## src/rtl/flit_sipo.sv

```systemverilog
// flit_sipo: receive-side deserializer. Gathers INWIDTH-bit flits (head first,
// MSB first) into WIDTH-bit packets and queues completed packets in a small
// first-word-fall-through FIFO with a valid/ready handshake toward the node.
module flit_sipo #(
    parameter int WIDTH   = 576,
    parameter int INWIDTH = 64,
    parameter int DEPTH   = 2
) (
    input  logic               clk,
    input  logic               rst_l,
    input  logic [INWIDTH-1:0] flit_in,
    input  logic               flit_valid,
    input  logic               flit_head,
    output logic               flit_ready,
    output logic [WIDTH-1:0]   pkt_out,
    output logic               pkt_valid,
    input  logic               pkt_ready,
    output logic               full,
    output logic               empty,
    output logic               err_abort
);

    localparam int N  = WIDTH / INWIDTH;
    localparam int CW = $clog2(N + 1);
    localparam int PW = (DEPTH > 1) ? $clog2(DEPTH) : 1;
    localparam int QW = $clog2(DEPTH + 1);
    // The shift register only ever holds the first N-1 flits; the last flit
    // goes straight from flit_in into the FIFO together with them.
    localparam int SW = WIDTH - INWIDTH;

    typedef enum logic {
        IDLE,
        COLLECT
    } state_t;

    state_t             state;
    state_t             state_next;
    logic [CW-1:0]      flit_cnt;
    logic [CW-1:0]      flit_cnt_next;
    logic [SW-1:0]      sreg;
    logic [SW-1:0]      sreg_next;
    logic               err_next;
    logic               accept;
    logic               push;
    logic               pop;
    logic [WIDTH-1:0]   push_data;
    logic [WIDTH-1:0]   mem [DEPTH];
    logic [PW-1:0]      wr_ptr;
    logic [PW-1:0]      rd_ptr;
    logic [QW-1:0]      count;

    function automatic logic [PW-1:0] ptr_inc(input logic [PW-1:0] p);
        return (p == PW'(DEPTH - 1)) ? '0 : p + 1'b1;
    endfunction

    // flit_ready depends only on the registered count, never on pkt_ready
    assign full       = (count == QW'(DEPTH));
    assign empty      = (count == '0);
    assign flit_ready = !full;
    assign pkt_valid  = !empty;
    assign pkt_out    = mem[rd_ptr];
    assign accept     = flit_valid && flit_ready;
    assign pop        = pkt_valid && pkt_ready;
    assign push_data  = {sreg, flit_in};

    // State, flit counter, partial-packet shift register and error pulse
    always_ff @(posedge clk or negedge rst_l) begin
        if (!rst_l) begin
            state     <= IDLE;
            flit_cnt  <= '0;
            sreg      <= '0;
            err_abort <= 1'b0;
        end else begin
            state     <= state_next;
            flit_cnt  <= flit_cnt_next;
            sreg      <= sreg_next;
            err_abort <= err_next;
        end
    end

    // Assembly FSM: a head always (re)starts a packet, a stray body flit in
    // IDLE is dropped, and the N-th flit pushes the packet in the same cycle
    always_comb begin
        state_next    = state;
        flit_cnt_next = flit_cnt;
        sreg_next     = sreg;
        err_next      = 1'b0;
        push          = 1'b0;
        case (state)
            IDLE: begin
                if (accept) begin
                    if (flit_head) begin
                        sreg_next                = '0;
                        sreg_next[INWIDTH-1:0]   = flit_in;
                        flit_cnt_next            = CW'(1);
                        state_next               = COLLECT;
                    end else begin
                        err_next = 1'b1;
                    end
                end
            end
            COLLECT: begin
                if (accept) begin
                    if (flit_head) begin
                        sreg_next                = '0;
                        sreg_next[INWIDTH-1:0]   = flit_in;
                        flit_cnt_next            = CW'(1);
                        err_next                 = 1'b1;
                    end else if (flit_cnt == CW'(N - 1)) begin
                        push          = 1'b1;
                        flit_cnt_next = '0;
                        state_next    = IDLE;
                    end else begin
                        sreg_next     = {sreg[SW-INWIDTH-1:0], flit_in};
                        flit_cnt_next = flit_cnt + 1'b1;
                    end
                end
            end
            default: begin
                state_next    = IDLE;
                flit_cnt_next = '0;
            end
        endcase
    end

    // Output FIFO: storage, wrapping pointers and occupancy count
    always_ff @(posedge clk or negedge rst_l) begin
        if (!rst_l) begin
            for (int i = 0; i < DEPTH; i++) begin
                mem[i] <= '0;
            end
            wr_ptr <= '0;
            rd_ptr <= '0;
            count  <= '0;
        end else begin
            if (push) begin
                mem[wr_ptr] <= push_data;
                wr_ptr      <= ptr_inc(wr_ptr);
            end
            if (pop) begin
                rd_ptr <= ptr_inc(rd_ptr);
            end
            case ({push, pop})
                2'b10:   count <= count + 1'b1;
                2'b01:   count <= count - 1'b1;
                default: count <= count;
            endcase
        end
    end

endmodule

```

## config.mk

```make
export PLATFORM = sky130hd
export DESIGN_NAME = flit_sipo
export DESIGN_NICKNAME = d
export VERILOG_FILES = /design/src/rtl/flit_sipo.sv
export SDC_FILE = /design/constraint.sdc
export NUM_CORES = 2
export LEC_CHECK = 0
export BUFFER_PORTS_ARGS = -buffer_cell sky130_fd_sc_hd__buf_2
export CAP_MARGIN = 10
export CORE_ASPECT_RATIO = 0.8
export CORE_MARGIN = 2
export CORE_UTILIZATION = 50
export DETAILED_ROUTE_END_ITERATION = 8
export GPL_ROUTABILITY_DRIVEN = 0
export GPL_TIMING_DRIVEN = 1
export MAX_ROUTING_LAYER = met4
export PLACE_DENSITY = 0.78
export SYNTH_ARGS = -nofsm -noshare
export SYNTH_HDL_FRONTEND = slang
export SYNTH_SLANG_ARGS = --single-unit
```

## constraint.sdc

```tcl
create_clock -name clk -period 5.3 [get_ports clk]
set_clock_uncertainty 0.05 [all_clocks]
set_input_delay 0.53 -clock clk [delete_from_list [all_inputs] [get_ports clk]]
set_output_delay 0.53 -clock clk [all_outputs]
set_load 0.03 [all_outputs]
```

## After elaboration in Yosys (flattened, before gate mapping)

Cells that the tools add are included.
Widths: inputs -> output; s select.

| word-level totals | value |
|---|---|
| bits in registers | 1674 |
| bits in latches | 0 |
| RAM bits | 0 |
| ROM bits | 0 |
| input port bits | 69 |
| output and inout bits | 581 |
| word-level logic and storage cells | 71 |
| memories kept | 0 |

| operators by class | value |
|---|---|
| add/sub/neg operators | 5 |
| $mul | 0 |
| div/mod/pow operators | 0 |
| magnitude comparators | 3 |
| equality and inequality tests | 8 |
| shifts and indexed selects | 0 |
| multiplexer cells | 34 |
| bitwise operators | 3 |
| reductions and logical operators | 9 |

Operators by type and width:

| cell | count |
|---|---|
| $mux 512 | 5 |
| $mux 576 | 4 |
| $bwmux 1152 | 1 |
| $pmux 512 s2 | 1 |
| $demux 576 s1 | 1 |
| $mux 4 | 5 |
| $mux 1 | 13 |
| $pmux 4 s2 | 1 |
| $add 4x1->4 const B | 1 |
| $eq 2x2->1 const B | 2 |
| $eq 4x4->1 const B | 1 |
| $ge 2x2->1 const B | 2 |
| $ne 2x2->1 const B | 2 |
| $not 1->2 | 2 |
| $pmux 1 s2 | 2 |
| $pmux 2 s2 | 1 |
| $reduce_and 4->1 | 1 |
| $logic_and 1x1->1 | 3 |
| $ne 3x3->1 const B | 1 |
| $reduce_and 3->1 | 1 |
| $add 1x1->1 const B | 2 |
| $add 2x1->2 const B | 1 |
| $eq 2x1->1 const B | 1 |
| $logic_not 1->1 | 2 |
| 6 further kinds | 6 |

## Logic depth before layout (Yosys ltp)

| depth | value |
|---|---|
| depth after elaboration | 7 |
| depth in mapped cells | 8 |
| gate-level depth less buffers | 8 |

## Worst setup path before layout

OpenSTA, ideal clock, no wires.

| path | value |
|---|---|
| kind | register to output |
| start point | register rd_ptr |
| end point | output pkt_out[536] |
| arrival time | 1605 ps |
| required time | 4720 ps |
| path slack | 3115 ps |
| cell stages (with the launch flop) | 5 |
| path buffers | 3 |
| cells stage by stage | dfrtp_1 -> buf_2 -> clkbuf_1 -> clkbuf_1 -> mux2_2 |

| between the ends | value |
|---|---|
| word-level cells in the longest chain between the ends | 4 |

RTL lines:

| what | line | text |
|---|---|---|
| start, declared | 49 | `logic [PW-1:0] rd_ptr;` |
| start signal, assigned | 141 | `rd_ptr <= ptr_inc(rd_ptr);` |
| $not 1->2 (not written as such) | 61 | `assign pkt_out = mem[rd_ptr];` |
| $mux 576 (not written as such) (3 in series) | 61 |  |
| end, declared | 15 | `output logic [WIDTH-1:0] pkt_out,` |

No other way between the ends. The select of a mux whose other input is x is not followed.

## Worst setup path after layout

| path | value |
|---|---|
| start point | register rd_ptr |
| end point | output pkt_out[492] |

Same word-level chain as after synthesis.

==> impl_metrics.yaml <==
floorplan:
  die_h_um: 348.7
  die_w_um: 434.8
  rows: 126
  core_region_area_mm2: 0.1474
  top_level_ports: 650
  die_area_mm2: 0.1516
  initial_core_util_pct: 50.37
yosys:
  synth_area_leader_cell: "dfrtp_1"
  async_flop_share_pct: 100.0
  synthFlopType: "dfrtp_1"
  ys_warn_count: 0
  syn_inst: 5257
  synth_cell_type_count: 39
  synthesis.nets: 5329
  ys_seq_area_share_pct: 56.42
  yosysMostFrequentCell: "dfrtp_1"
  ys_ff_latch: 1674
  yosys-top-cells-area: "dfrtp_1, mux2_4, mux2_2, mux2_1, a22oi_1"
  synth.cell_area_mm2: 0.07424
  synth_top_cell_area_share_pct: 56.42
  syn_avg_cell_area_um2: 14.12
  synthTopCellsByCount: "dfrtp_1, mux2_2, mux2_1, mux2_4, nand2_1"
  synth_edf_count: 0
grt:
  grt_pass1_wl_um: 294500
  grt_max_degree: 165
  antenna_found_initial: 0
  overflow: 0
  grt_pass1_vias: 46490
  grt_usage_pct: 25.51
timing:
  hold_violations: 0
  rsz0062_at_grt: "no"
  fin_crit_sh_pct: 72.17
  max-slew-margin-rel_pct: 25.91
  tns_ps: 0
  fmax_mhz: 261.4
  finalMaxSlewViolations: 0
  worst_pin_slew_ps: 1111
  layout_min_cycle_time_ps: 3825
  hold-worst-slack_ps: 211.8
  finalSetupViolations: 0
power:
  power_switching_mw: 12.38
  p_seq_share_pct: 45.9
  powerDensity_mw_per_mm2: 432.6
  ir_drop_v: 0.0003579
  p_int_mw: 24.32
  cellLeakagePower_nw: 44.07
  pwr-share-comb_pct: 21.3
  switching_share_pct: 33.74
  p_clk_share_pct: 32.8
hold_path:
  whs_endpoint: "sreg[481]"
  hold_depth: 2
  hp-start: "flit_head"
  hold_path.class: "primary input to flip-flop"
route:
  ant_nets: 0
  vias: 45850
  drt_iter0_drc: 4000
  wl_per_cell_um: 23.88
  drc_errors: 0
  avgViaCountPerCell: 5.776
  wl_um: 189600
  drt_pass1_iterations: 6
setup_path:
  crit_arrival_ps: 3250
  regToRegEndpoint: "sreg[444]"
  critPathLaunchType: "flip-flop"
  required_ps: 4720
  endpoint_kind: "primary output"
  crit_type: "flip-flop to primary output"
  critPathMaxFanout: 60
  reg2reg_depth: 8
  reg2reg_from: "flit_cnt[0]"
  rrSetupSlack_ps: 2210
clock_tree:
  clk_pin_slew_ps: 60
  clkLatencyLatePin_ps: 820
  cts_tree: "done"
  ctsResizeCount: 0
  cts_buffers: 167
  htree_levels: 4
  clock-sinks: 1674
  cts-root-buf: "clkbuf_16"
  clock_path_buffers: 3
finish:
  multi_input_area_mm2: 0.02987
  area_growth_pct: 14.27
  nNetsFinal: 5895
  ff_latch_area_mm2: 0.04189
  drive_gt1_share_pct: 37.76
  fill_cells: 11310
outcome:
  status: "completed"
placement:
  hpwl_um: 118000
  portBuffers: 649
run:
  drv_cap: 0
layout make-up:
| type | count | share of cell area, % |
|---|---|---|
| sequential | 1674 | 49.38 |
| multi-input combinational | 3181 | 35.20 |
| timing repair buffer | 795 | 5.938 |
| clock buffer | 244 | 5.706 |
| tap | 1984 | 2.926 |
| clock inverter | 56 | 0.8244 |
| inverter | 4 | 0.01770 |
| antenna | 1 | 0.002950 |
cell usage in the layout, fill, tap and decap left out, types with 3 or more instances in the layout:
| cell | instances |
|---|---|
| clkinv_2 | 20 |
| nand2_1 | 453 |
| inv_1 | 4 |
| clkbuf_8 | 33 |
| xnor2_1 | 3 |
| buf_12 | 41 |
| dlygate4sd3_1 | 67 |
| inv_16 | 6 |
| ha_1 | 3 |
| nor2b_1 | 4 |
| clkinvlp_4 | 9 |
| dfrtp_1 | 1673 |
| o21ai_0 | 450 |
| inv_6 | 7 |
| bufinv_16 | 10 |
| a22oi_1 | 448 |
| mux2_4 | 540 |
| buf_4 | 39 |
| buf_2 | 647 |
| mux2_1 | 540 |
| mux2_2 | 712 |
| clkbuf_1 | 42 |
| clkbuf_16 | 169 |
registers in the layout, summed over array words and instances (netlist names):
register,count
mem,1152
sreg,512
flit_cnt,4
count,2
err_abort,1
rd_ptr,1
state,1
wr_ptr,1
metrics by stage:
stage               setup slack (ps)  total power [mW]  utilization (%)  instances  cell area (um2)
floorplan                       3115             21.65                -       5257            74250
global placement                2020             24.47            53.34       7571            78630
detailed placement              1953             24.82            53.34       7571            78630
CTS                             1394             36.97            57.55       7938            84840
global route                    1330             38.36            57.55       7938            84840
finish                          1475             36.70            57.56       7939            84840
layer usage:
layer,vias to the layer above,GRT usage (%),share of wire [%]
met3,292,4.940,6.1
li1,20120,-,-
met1,24100,37.16,46
met4,0,9.600,3.8
met5,-,-,0
met2,1347,35.26,44
worst max path at each step:
stage / cells after the start / startpoint / to
finish: 3 / rd_ptr / pkt_out[492]
global route: 3 / rd_ptr / pkt_out[495]
CTS: 3 / rd_ptr / pkt_out[492]
detailed placement: 6 / flit_head / mem[398]
global placement: 6 / flit_head / mem[534]
floorplan: 4 / rd_ptr / pkt_out[536]
power by group through the flow:
stage	clock network, mW	registers (mW)	logic, mW
3_5_place_dp	0	17.0	7.80
6_report	12.0	16.9	7.82
4_1_cts	12.3	16.8	7.87
3_3_place_gp	0	16.9	7.61
5_1_grt	12.8	17.1	8.41
2_1_floorplan	0	15.9	5.75
worst max-delay path, cell delays in order, from the launching register on:
cell and delay [ps]:
dfrtp_4 930, buf_4 800, mux2_2 460, buf_2 190
logic make-up (layout without fill, tap and decap cells):
kind of cell | after synthesis | after routing | synth area share, %
AOI/OAI and AO/OA | 908 | 908 | 7.666
xor gates and xnor gates | 5 | 5 | 0.05899
adders and majority gates | 3 | 3 | 0.05056
buffers and inverters | 402 | 1099 | 3.381
DFF | 1674 | 1674 | 56.42
muxes | 1792 | 1792 | 29.91
other | 0 | 1 | 0
and+or+nand+nor | 473 | 473 | 2.513
what timing repair did:
item,CTS,global route
hold buffers,67,0
endpoints found under the hold margin,319,0
setup buffers,0,0
No activity file was read; power rests on OpenSTA's default activity.
